## config.mk

```make
export PLATFORM = sky130hd
export DESIGN_NAME = fetch_queue
export DESIGN_NICKNAME = d
export VERILOG_FILES = /design/src/rtl/fetch_queue.sv
export SDC_FILE = /design/constraint.sdc
export NUM_CORES = 1
export LEC_CHECK = 0
export ABC_AREA = 1
export BUFFER_PORTS_ARGS = -buffer_cell sky130_fd_sc_hd__buf_2
export CAP_MARGIN = 5
export CORE_ASPECT_RATIO = 1.2
export CORE_UTILIZATION = 50
export CTS_BUF_LIST = sky130_fd_sc_hd__clkbuf_4 sky130_fd_sc_hd__clkbuf_8
export DETAILED_ROUTE_END_ITERATION = 16
export GPL_TIMING_DRIVEN = 0
export PLACE_DENSITY = 0.8
export SLEW_MARGIN = 10
export SYNTH_ARGS = -nofsm -noshare
export SYNTH_HDL_FRONTEND = slang
export SYNTH_SLANG_ARGS = --single-unit
```

## constraint.sdc

```tcl
create_clock -name clk -period 6.3 [get_ports clk]
set_clock_uncertainty 0.15 [all_clocks]
set_input_delay 1.26 -clock clk [delete_from_list [all_inputs] [get_ports clk]]
set_output_delay 1.26 -clock clk [all_outputs]
set_load 0.005 [all_outputs]
```

## src/rtl/fetch_queue.sv

```systemverilog
// Instruction prefetch queue: credit-limited sequential fetch, PC tagging,
// in-order buffering for decode, redirect flush with in-flight discard, HLT stop.
module fetch_queue #(
  parameter int                DATA_W   = 32,
  parameter int                ADDR_W   = 32,
  parameter int                DEPTH    = 4,
  parameter logic [ADDR_W-1:0] RESET_PC = '0,
  parameter logic [3:0]        HLT_OP   = 4'b1111
) (
  input  logic                       clk,
  input  logic                       rst,
  output logic                       imem_req_valid,
  output logic [ADDR_W-1:0]          imem_req_addr,
  input  logic                       imem_req_ready,
  input  logic                       imem_rsp_valid,
  input  logic [DATA_W-1:0]          imem_rsp_data,
  input  logic                       redirect_valid,
  input  logic [ADDR_W-1:0]          redirect_pc,
  output logic                       deq_valid,
  output logic [DATA_W-1:0]          deq_instr,
  output logic [ADDR_W-1:0]          deq_pc,
  input  logic                       deq_ready,
  output logic [$clog2(DEPTH+1)-1:0] count,
  output logic                       halted
);
  localparam int                CNT_W = $clog2(DEPTH + 1);
  localparam int                PTR_W = $clog2(DEPTH);
  localparam int                SUM_W = CNT_W + 2;
  localparam logic [ADDR_W-1:0] INC   = ADDR_W'(DATA_W / 8);

  logic [ADDR_W-1:0] fetch_pc_q, fetch_pc_d;
  logic [ADDR_W-1:0] enq_pc_q, enq_pc_d;
  logic [CNT_W-1:0]  outstanding_q, outstanding_d;
  logic [CNT_W-1:0]  drop_cnt_q, drop_cnt_d;
  logic [CNT_W-1:0]  count_q, count_d;
  logic [PTR_W-1:0]  head_q, head_d;
  logic [PTR_W-1:0]  tail_q, tail_d;
  logic              halted_q, halted_d;

  logic [DATA_W-1:0] instr_mem [DEPTH];
  logic [ADDR_W-1:0] pc_mem    [DEPTH];

  logic [SUM_W-1:0]  credits_used;
  logic [CNT_W-1:0]  out_after;
  logic              req_fire, rsp_drop, rsp_enq, pop, hlt_seen;

  // Queued, in-flight and to-be-dropped beats all hold a slot, so the FIFO can never overflow.
  assign credits_used   = SUM_W'(count_q) + SUM_W'(outstanding_q) + SUM_W'(drop_cnt_q);
  assign imem_req_valid = !rst && !halted_q && !redirect_valid && (credits_used < SUM_W'(DEPTH));
  assign imem_req_addr  = fetch_pc_q;
  assign deq_valid      = (count_q != '0);
  assign deq_instr      = instr_mem[head_q];
  assign deq_pc         = pc_mem[head_q];
  assign count          = count_q;
  assign halted         = halted_q;

  always_comb begin
    // NOTE: every signal gets a default at the top so no path leaves one unassigned (no latches).
    fetch_pc_d    = fetch_pc_q;
    enq_pc_d      = enq_pc_q;
    outstanding_d = outstanding_q;
    drop_cnt_d    = drop_cnt_q;
    count_d       = count_q;
    head_d        = head_q;
    tail_d        = tail_q;
    halted_d      = halted_q;
    out_after     = outstanding_q;

    req_fire = imem_req_valid && imem_req_ready;
    rsp_drop = imem_rsp_valid && (drop_cnt_q != '0);
    rsp_enq  = imem_rsp_valid && (drop_cnt_q == '0) && (outstanding_q != '0);
    pop      = deq_valid && deq_ready;
    hlt_seen = rsp_enq && (imem_rsp_data[DATA_W-1 -: 4] == HLT_OP);

    if (req_fire) begin
      fetch_pc_d = fetch_pc_q + INC;
      out_after  = out_after + CNT_W'(1);
    end
    if (rsp_drop) drop_cnt_d = drop_cnt_q - CNT_W'(1);
    if (rsp_enq) begin
      out_after = out_after - CNT_W'(1);
      tail_d    = tail_q + PTR_W'(1);
      enq_pc_d  = enq_pc_q + INC;
    end
    if (pop) head_d = head_q + PTR_W'(1);
    count_d       = count_q + CNT_W'(rsp_enq) - CNT_W'(pop);
    outstanding_d = out_after;

    // Everything still in flight behind a HLT, including a request accepted this cycle, is discarded.
    if (hlt_seen) begin
      halted_d      = 1'b1;
      drop_cnt_d    = drop_cnt_q + out_after;
      outstanding_d = '0;
    end

    if (redirect_valid) begin
      fetch_pc_d    = redirect_pc;
      enq_pc_d      = redirect_pc;
      halted_d      = 1'b0;
      head_d        = '0;
      tail_d        = '0;
      count_d       = '0;
      outstanding_d = '0;
      drop_cnt_d    = drop_cnt_q + outstanding_q;
      if (imem_rsp_valid && (drop_cnt_d != '0)) drop_cnt_d = drop_cnt_d - CNT_W'(1);
    end
  end

  // NOTE: non-blocking assignments for all state so every flop samples pre-edge values.
  always_ff @(posedge clk) begin
    if (rst) begin
      fetch_pc_q    <= RESET_PC;
      enq_pc_q      <= RESET_PC;
      outstanding_q <= '0;
      drop_cnt_q    <= '0;
      count_q       <= '0;
      head_q        <= '0;
      tail_q        <= '0;
      halted_q      <= 1'b0;
    end else begin
      fetch_pc_q    <= fetch_pc_d;
      enq_pc_q      <= enq_pc_d;
      outstanding_q <= outstanding_d;
      drop_cnt_q    <= drop_cnt_d;
      count_q       <= count_d;
      head_q        <= head_d;
      tail_q        <= tail_d;
      halted_q      <= halted_d;
    end
  end

  // NOTE: storage is not reset; count_q alone decides which entries are meaningful.
  always_ff @(posedge clk) begin
    if (rsp_enq && !redirect_valid) begin
      instr_mem[tail_q] <= imem_rsp_data;
      pc_mem[tail_q]    <= enq_pc_q;
    end
  end
endmodule
```

Word level (Yosys, flattened, before mapping)
Memories as Yosys holds them, arrays and structs flattened. A register that Yosys moved wholly into a read port is not among the register bits.
Cells that the tools add are included.
- muxes and demuxes: 16
- $add $sub $neg: 14
- div/mod/pow operators: 0
- shift operators: 0
- reductions and logical operators: 24
- order comparisons: 1
- $mul: 0
- bitwise logic cells: 0
- equal/unequal tests: 1
- operator list (operator ; count):
    two-way mux 32 bit ; 4
    adder 32 x 3 -> 32 bit, second input constant ; 2
    two-way mux 3 bit ; 6
    nonzero test 3 bit ; 5
    logical AND 1 bit ; 11
    subtractor 3 x 1 -> 3 bit, second input constant ; 3
    two-way mux 2 bit ; 4
    adder 3 bit ; 2
    adder 4 x 3 -> 5 bit ; 1
    less-than comparator 5 x 3 -> 1 bit, second input constant ; 1
    adder 2 x 1 -> 2 bit, second input constant ; 2
    adder 3 x 3 -> 4 bit ; 1
    == test 4 bit, second input constant ; 1
    nonzero test 2 bit ; 2
    adder 3 x 1 -> 3 bit ; 1
    adder 3 x 1 -> 3 bit, second input constant ; 1
    logical NOT 1 bit ; 3
    logical NOT 3 bit ; 1
    OR reduction 3 bit ; 1
    subtractor 3 x 1 -> 3 bit ; 1
    two-way mux 1 bit ; 2
    OR reduction 2 bit ; 1
- bits in registers: 78
- output and inout bits: 102
- bits in writable memories: 256
- bits of input ports: 70
- memories: 2
- bits in latches: 0
- memory bits (read-only): 0
- logic and storage cells: 66
- memory list (memory ; depth ; bits a word ; read ports ; clocked after Yosys merged registers in ; wr ports ; line ; source):
    instr_mem ; 4 ; 32 ; 1 ; 1 ; 1 ; 40 ; logic [DATA_W-1:0] instr_mem [DEPTH];
    pc_mem ; 4 ; 32 ; 1 ; 1 ; 1 ; 41 ; logic [ADDR_W-1:0] pc_mem [DEPTH];

Logic depth before layout (Yosys ltp)
Gate-level depths: netlist of the first run.
- depth after elaboration: 11
- gate-level depth with buffers: 23
- mapped depth without buffers: 23

Worst setup path before layout of the first run
Ideal clock, no wire load.
- kind: input to register
- start point: input port imem_rsp_valid
- end point: memory instr_mem[0][0] (enable)
- required time: 5.664 ns
- setup time: 0.486 ns
- path buffers: 0
- setup slack: 1.171 ns
- data arrival time: 4.493 ns
- stages: 6
- cells stage by stage: nand2_1 -> nor2_4 -> inv_2 -> nor2_4 -> inv_2 -> nor2_1
- longest elaborated chain between the ends: 5
- ends and longest elaborated chain (element ; line ; source):
    start, declared ; 15 ; input logic imem_rsp_valid,
    logical AND 1 bit (2 in a row) ; 71 ; rsp_enq = imem_rsp_valid && (drop_cnt_q == '0) && (outstanding_q != '0);
    logical AND 1 bit ; 134 ; if (rsp_enq && !redirect_valid) begin
    two-way mux 1 bit ; 134 ;
    two-way mux 1 bit (not written as such) ; 135 ; instr_mem[tail_q] <= imem_rsp_data;
    end, declared ; 40 ;
No other way between the ends.

==> impl_metrics.toml, run 1 <==
[clock_tree]
clock-sinks = 336
htreeDepth = 2
clock_latency_ns = 0.59
tritoncts = "built"
postCtsSetupBuffers = 0
cts.clk_slew.worst_paths_ns = 0.06
holdBufCountCts = 0
cts-root-to-sink-buffers = 3
cts_resized = 0
clock_tree.root_cell = "clkbuf_8"
cts_buffers = 51

[floorplanning]
io_pins = 172
num_rows = 68
fp.dieW_microns = 158
die_h_microns = 189
core_area_sq_um = 28700
die_area_sq_um = 29800
start_util_pct = 50.8

[cells_and_area]
area_growth_pct = 17.7
final_layout_size_suffix_gt1_share_pct = 16.5
fillers = 2321
nets = 1740
final_core_util_pct = 59.8

[yosys]
synth_cell_type_count = 36
seq_area_frac_synth_pct = 63.8
synth.area.top_cells = "edfxtp_1 53%, dfxtp_1 11%, o21ai_0 5.8%"
synth-simple-area-share_pct = 15.1
yosysTopAreaCellShare_pct = 52.8
synth_top_family_by_area = "simple AND/OR/NAND/NOR gates"
syn_avg_cell_area_sq_um = 10.3
synth_xor_area_share_pct = 2.71
yosys.area.top_type = "edfxtp_1"
synth_fp_nets = 1507
ys_ff_latch = 336
synth-compound-area-share_pct = 11.5
syn_inst = 1414
syn_area_sq_um = 14600
synth_fa_ha_area_share_pct = 2.28
muxShareOfSynthArea_pct = 0
yosys_warnings = 0

[placement]
dpl.hpwl_mm = 26.5
portBuffers = 171
routabilityCongestion = 0.981

[timing]
maxSlewViolCount = 0
clock.fmax_mhz = 230
rsz0062_at_grt = "false"
setup_viol = 0
final-hold-violation-count = 0
post-route-period-util_pct = 69.0
worst_slew_pin_slew_ns = 0.712
period_needed_ns = 4.35
holdWs_ns = 0.318
slew_headroom_pct = 52.4

[route]
first_pass_iters = 5
vias = 11600
ant_nets = 0
wl_met2_mm = 18.8
routed.top_layer = "met5"
wirelength_mm = 37.9
wl_per_cell_microns = 18.3
viasPerCell = 5.58
met1Wirelength_mm = 14.6
drt-initial-drc-count = 1071
drc = 0
met3_length_mm = 3.12

[critical_path]
critPathKind = "reg2out"
crit_path_cell_trace = "clkbuf_1 > clkbuf_1 > clkbuf_1 > nor2_1 > o22ai_1 > buf_2"
crit_family = "buffers and inverters"
cp-start-kind = "flop"
arrival_ns = 2.94
worstPathMaxFanout = 10
cp_num_buf_inv = 4
path_common_cell = "clkbuf_1"
critical-path-slowest-cell = "clkbuf_1"
worstPathRequired_ns = 4.89
critPathCaptureType = "primary output"
max_stage_delay_ns = 0.50
r2r-start = "count[1]"

[min_path]
hp-class = "reg2reg"
min_from = "imem_req_addr[1]"

[flow_run]
drv_cap = 0

[global_route]
track_usage_pct = 25.5
grt_overflow = 0
grt_antenna_before_repair = 2
grt_pass1_wl_mm = 58.4
grt_pass1_vias = 11100
grt_max_degree = 28

[power]
p_per_area_nw_per_um2 = 261
p_leak_nw = 6.43
ir_drop_v = 0.000159

[outcome]
outcome = "complete, no violations"
## flip-flops by register name, summed over array words and instances (netlist names), 3 cells and up, named ones only
| signal | count |
|---|---|
| instr_mem | 128 |
| pc_mem | 128 |
| enq_pc_q | 32 |
| imem_req_addr | 32 |
| count | 3 |
| drop_cnt_q | 3 |
| outstanding_q | 3 |
## worst paths after layout
path | endpoint | cells past startpoint | slack [ns]
worst max-delay path | deq_pc[16] | 6 | 1.95
worst min-delay path | imem_req_addr[1] | 2 | 0.32
worst min register to register | imem_req_addr[1] | 2 | 0.32
worst max register to register | drop_cnt_q[2] | 20 | 2.21
## power by group
part           total [mW]  internal [mW]  switching, mW
clock                1.77          0.934          0.835
combinational       0.245         0.0924          0.152
sequential           2.47           2.41         0.0561
total                4.48           3.44           1.04
## cell families (layout without fill, tap and decap cells)
family / Yosys count / after routing
buffers and inverters: 175 / 447
AO/OA/AOI/OAI: 307 / 307
AND/OR/NAND/NOR: 528 / 528
adder cells (fa/ha/maj): 23 / 23
XOR/XNOR: 45 / 45
flip-flops: 336 / 336
other: 0 / 1
## layout by cell type (no fill, tap or decap), drive strengths merged
master	count
edfxtp	256
nand2	226
nor2	211
buf	188
o21ai	170
inv	117
clkbuf	116
dfxtp	80
o22ai	64
nand3	40
a21oi	36
xor2	36
a31oi	28
nor3	23
clkinv	22
nand4	17
ha	17
xnor2	9
fa	6
nor4	5
nand3b	4
o211ai	3
o221ai	3
a221oi	2
clkinvlp	2
bufinv	2
diode	1
nor3b	1
a211oi	1
or2	1
## Yosys cell counts (all sizes together)
library cell    n
a211oi          1
a21oi          36
a221oi          2
a31oi          28
buf             8
clkbuf         52
clkinv          1
dfxtp          80
edfxtp        256
fa              6
ha             17
inv           114
nand2         226
nand3          40
nand3b          4
nand4          17
nor2          211
nor3           23
nor3b           1
nor4            5
o211ai          3
o21ai         170
o221ai          3
o22ai          64
or2             1
xnor2           9
xor2           36
## worst min-delay path, cell delays in order, from the launching register on
cell and delay (ns):
dfxtp_1 0.33, nand2_1 0.05, o21ai_0 0.06
## routing by layer
layer  GRT usage (%)  vias up
met1            31.7     5457
met4            10.5        2
met2            43.7      595
met3            4.05      100
met5               0        -
li1                -     5405
## area by class of cell
class | count | area [sq um] | area share (%)
flip-flops and latches | 336 | 9290 | 54.2
multi-input cells | 903 | 4640 | 27.0
repair buffers | 180 | 1070 | 6.22
clock buffers | 64 | 812 | 4.74
well taps | 385 | 482 | 2.81
inverters | 115 | 432 | 2.52
plain buffers | 60 | 238 | 1.39
clock inverters | 28 | 189 | 1.10
diodes | 1 | 2.50 | 0.0146
## metrics by stage
| step | area [sq um] | setup TNS (ns) | setup WS, ns | cells | total power [mW] |
|---|---|---|---|---|---|
| floorplan | 14600 | 0 | 1.17 | 1414 | 2.64 |
| global placement | 15900 | -232.69 | -0.974 | 1970 | 2.74 |
| detailed placement | 16100 | 0 | 2.23 | 1979 | 2.75 |
| CTS | 17100 | 0 | 1.94 | 2071 | 4.50 |
| global route | 17100 | 0 | 1.86 | 2072 | 4.63 |
| finish | 17100 | 0 | 1.95 | 2072 | 4.48 |
Power figures use the tool's default switching activity.
==> run 2, diff against run 1 <==
PLACE_DENSITY = 0.83   (was 0.8)
clock period = 3.6 ns   (was 6.3 ns; I/O delays follow)
==> run 2 against run 1 <==
Compared with the run above:
- the flow now finishes with violations (setup timing)
- hold slack worse by 0.12 ns
- register-to-register slack worse by 2.4 ns
- global-route usage up 0.21 points
- largest cell class unchanged
- sequential share of layout area down 0.47 points
- clock power up 84%
- first-iteration DRC count up 3.1%
- setup slack worse by 2.1 ns
- via count up 0.84%
- design area up 0.98%
- sequential power up 75%
- core utilization up 0.58 points
- combinational power up 90%
==> impl_metrics.toml, run 2 (synthesized netlist as in run 1, its figures left out) <==
[outcome]
outcome = "finished with violations"
violations = "setup timing"

[route]
wirelength_mm = 38.6
viasPerCell = 5.60
first_pass_iters = 7
drt-initial-drc-count = 1104
drc = 0
vias = 11700
wl_per_cell_microns = 18.5
ant_nets = 0

[critical_path]
cp_num_buf_inv = 4
critPathCaptureType = "flop"
crit_family = "adder cells"
max_stage_delay_ns = 0.48
path_common_cell = "nand3_2"
cp-start-kind = "flop"
critPathKind = "reg2reg"
critical-path-slowest-cell = "fa_1"
worstPathMaxFanout = 5
arrival_ns = 4.15
worstPathRequired_ns = 3.97
crit_path_cell_trace = "inv_4 > fa_1 > a21oi_2 > fa_2 > inv_2 > nand3_2 > nor2_4 > nand3_4 > nand2_1 > o21ai_2 > ha_1 > nand2_1 > nand2_2 > nand2_2 > inv_2 > fa_2 > xnor2_2 > inv_1 > nand3_2 > nand3_2 > a21oi_2"

[clock_tree]
cts_buffers = 50
clock_tree.root_cell = "clkbuf_8"
clock_latency_ns = 0.58
htreeDepth = 2
clock-sinks = 336
cts.clk_slew.worst_paths_ns = 0.07
cts-root-to-sink-buffers = 3
tritoncts = "built"

[cells_and_area]
final_layout_size_suffix_gt1_share_pct = 19.4
area_growth_pct = 18.9
reg.largest.list = "instr_mem x128, pc_mem x128"
final_core_util_pct = 60.4
final_area_sq_um = 17300
final_cell_mix = "256 x edfxtp_1, 223 x nand2_1, 201 x nor2_1"
layout_commonest_cell = "edfxtp_1"
nets = 1748

[floorplanning]
num_rows = 68
die_area_sq_um = 29800
start_util_pct = 50.8
core_area_sq_um = 28700
io_pins = 172
die_h_microns = 189
fp.dieW_microns = 158

[timing]
setup_slack_ns = -0.186
post-route-period-util_pct = 105
holdWs_ns = 0.196
period_needed_ns = 3.79
setup_viol = 2
final-hold-violation-count = 0
maxSlewViolCount = 0
finalSetupTns_ns = -0.317
worst_slew_pin_slew_ns = 0.734
clock.fmax_mhz = 264
rsz0062_at_grt = "true"
slew_headroom_pct = 50.9

[power]
p_leak_nw = 6.53
p_per_area_nw_per_um2 = 464
ir_drop_v = 0.000271

[placement]
routabilityCongestion = 0.999
dpl.hpwl_mm = 26.3
pre_cts_ws_ns = -0.353
placed_area_sq_um = 16100
portBuffers = 171

[global_route]
grt_overflow = 0
track_usage_pct = 25.7
grt_pass1_wl_mm = 58.8
grt_max_degree = 28
grt_pass1_vias = 11300
grt_antenna_before_repair = 1

[flow_run]
drv_cap = 0

[min_path]
hp-class = "in2reg"
run 2: path summary, 6_finish.rpt:
kind	cells after the start	slack [ns]	to	startpoint
worst max-delay path	21	-0.19	drop_cnt_q[2]	drop_cnt_q[1]
worst min-delay path	1	0.20	instr_mem[0][6]	imem_rsp_data[6]
worst max register to register	21	-0.19	drop_cnt_q[2]	drop_cnt_q[1]
worst min register to register	2	0.31	imem_req_addr[0]	imem_req_addr[0]
run 2: routing by layer:
metal / vias up / share of wire (%) / GRT usage, %
met1: 5513 / 38 / 31.7
met4: 0 / 3.6 / 11.4
met2: 615 / 50 / 44.0
li1: 5428 / - / -
met5: - / 0 / 0
met3: 100 / 8.6 / 4.23
run 2: metrics by stage:
stage | total power, mW | cells
after global placement | 4.80 | 1970
after floorplan | 4.62 | 1414
after detailed placement | 4.82 | 1978
after CTS | 8.05 | 2077
after global routing | 8.31 | 2081
final | 8.04 | 2082
run 2: cell type report:
class / count / area, sq um
clock buffers: 74 / 893
repair buffers: 190 / 1110
multi-input cells: 903 / 4690
fillers: 2325 / 11400
well taps: 385 / 482
inverters: 115 / 434
diodes: 2 / 5.00
flip-flops and latches: 336 / 9300
plain buffers: 59 / 243
clock inverters: 18 / 165
run 2: timing repair:
action                                  4_1_cts  5_1_grt
gates resized for setup                      20        8
setup buffers                                 7        4
pin swaps                                    12        9
hold buffers                                  0        0
endpoints found under the setup margin       15       10
run 2: report_power, final:
group / leakage [nW] / internal, mW / total, mW / switching, mW
clock: 0.560 / 1.81 / 3.25 / 1.44
combinational: 2.97 / 0.183 / 0.466 / 0.282
sequential: 3.00 / 4.22 / 4.32 / 0.100
==> run 3, diff against run 2 <==
MAX_ROUTING_LAYER = met4   (was unset)
==> run 3 against run 2 <==
Compared with the run above:
- highest routed layer unchanged
- sequential cell count unchanged
- final cell count about the same
- critical endpoint unchanged
- the run still ends with setup timing left
- critical path depth unchanged
- maximum frequency increased by 1.5%
==> impl_metrics.toml, run 3 (synthesized netlist as in run 1, its figures left out) <==
[global_route]
grt_pass1_vias = 11200
grt_max_degree = 27
grt_pass1_wl_mm = 57.8
grt_antenna_before_repair = 1
grt_overflow = 0
track_usage_pct = 26.0

[clock_tree]
cts_buffers = 50
htreeDepth = 2
clock_latency_ns = 0.58
holdBufCountCts = 0
cts.clk_slew.worst_paths_ns = 0.07
tritoncts = "built"
clock_tree.root_cell = "clkbuf_8"
cts-root-to-sink-buffers = 3
clock-sinks = 336

[power]
p_per_area_nw_per_um2 = 461
ir_drop_v = 0.000276
total_power_mw = 7.99
p_leak_nw = 6.54

[timing]
worst_slew_pin_slew_ns = 0.830
rsz0062_at_grt = "true"
finalSetupTns_ns = -0.229
slew_headroom_pct = 44.5
period_needed_ns = 3.73
setup_viol = 3
post-route-period-util_pct = 104
holdWs_ns = 0.191
clock.fmax_mhz = 268
final-hold-violation-count = 0
setup_slack_ns = -0.130
maxSlewViolCount = 0

[route]
ant_nets = 0
wirelength_mm = 38.2
vias = 11600
drc = 0
drt-initial-drc-count = 1025
viasPerCell = 5.57
wl_per_cell_microns = 18.3
first_pass_iters = 5

[placement]
dpl.hpwl_mm = 26.5
placed_area_sq_um = 16100
pre_cts_ws_ns = -0.335
routabilityCongestion = 0.983
dp_cells = 1978
portBuffers = 171

[floorplanning]
start_util_pct = 50.8
fp.dieW_microns = 158
num_rows = 68
die_h_microns = 189
io_pins = 172
die_area_sq_um = 29800
core_area_sq_um = 28700

[cells_and_area]
final_area_sq_um = 17300
reg.largest.list = "instr_mem x128, pc_mem x128"
nets = 1749
finalNonFillerCells = 2083
final_core_util_pct = 60.4
area_growth_pct = 18.9
final_cell_mix = "256 x edfxtp_1, 225 x nand2_1, 201 x nor2_1"
final_layout_size_suffix_gt1_share_pct = 18.7
layout_commonest_cell = "edfxtp_1"

[outcome]
violations = "setup timing"
outcome = "finished with violations"

[critical_path]
arrival_ns = 4.09
critPathCaptureType = "flop"
cp-start-kind = "flop"
worstPathMaxFanout = 4
worstPathRequired_ns = 3.96
critPathKind = "reg2reg"

[min_path]
hp-class = "in2reg"

[flow_run]
drv_cap = 0
[run 3: changes by cell type in the layout (fill, tap and decap cells not counted), sizes merged]
cell | before | now
clkinv | 13 | 21
clkbuf | 125 | 118
diode | 2 | 1
inv | 116 | 117
[run 3: final timing paths]
check,startpoint,endpoint,slack (ns),cells after the start
worst max-delay path,outstanding_q[1],drop_cnt_q[2],-0.13,21
worst min register to register,imem_req_addr[1],imem_req_addr[1],0.33,2
worst min-delay path,imem_rsp_data[17],instr_mem[1][17],0.19,1
worst max register to register,outstanding_q[1],drop_cnt_q[2],-0.13,21
[run 3: power breakdown]
part           switching, mW  internal, mW
combinational          0.279         0.182
clock                   1.44          1.76
sequential            0.0991          4.22
[run 3: cell type report]
class                      instances  area (sq um)
sequential                       336          9300
multi-input combinational        903          4670
clock inverter                    27           214
clock buffer                      66           846
inverter                         115           434
tap                              385           482
antenna                            1          2.50
fill                            2288         11300
buffer                            59           240
timing repair buffer             191          1130
[run 3: what timing repair did]
item,4_1_cts,5_1_grt
endpoints found under the setup margin,34,33
setup buffers,11,1
gates resized for setup,16,7
pin swaps,7,1
[run 3: worst max-delay path, cell delays in order (launching register included)]
cell     delay [ns]
dfxtp_2        0.35
inv_2          0.05
fa_1           0.49
a21oi_2        0.15
fa_1           0.42
inv_1          0.08
nand3_2        0.09
nor2_4         0.14
nand3_4        0.13
nand2_1        0.11
o21ai_2        0.07
ha_1           0.29
nand2_1        0.07
nand2_1        0.08
nand2_1        0.07
inv_1          0.05
fa_2           0.35
xnor2_2        0.16
inv_1          0.07
nand3_1        0.08
nand3_1        0.08
a21oi_1        0.15
[run 3: metal layers]
layer	vias up	routed length, microns	track usage [%]
li1	5434	-	-
met4	0	1430	11.1
met1	5461	14700	30.5
met3	107	2910	3.85
met2	597	19100	44.3
met5	-	0	-
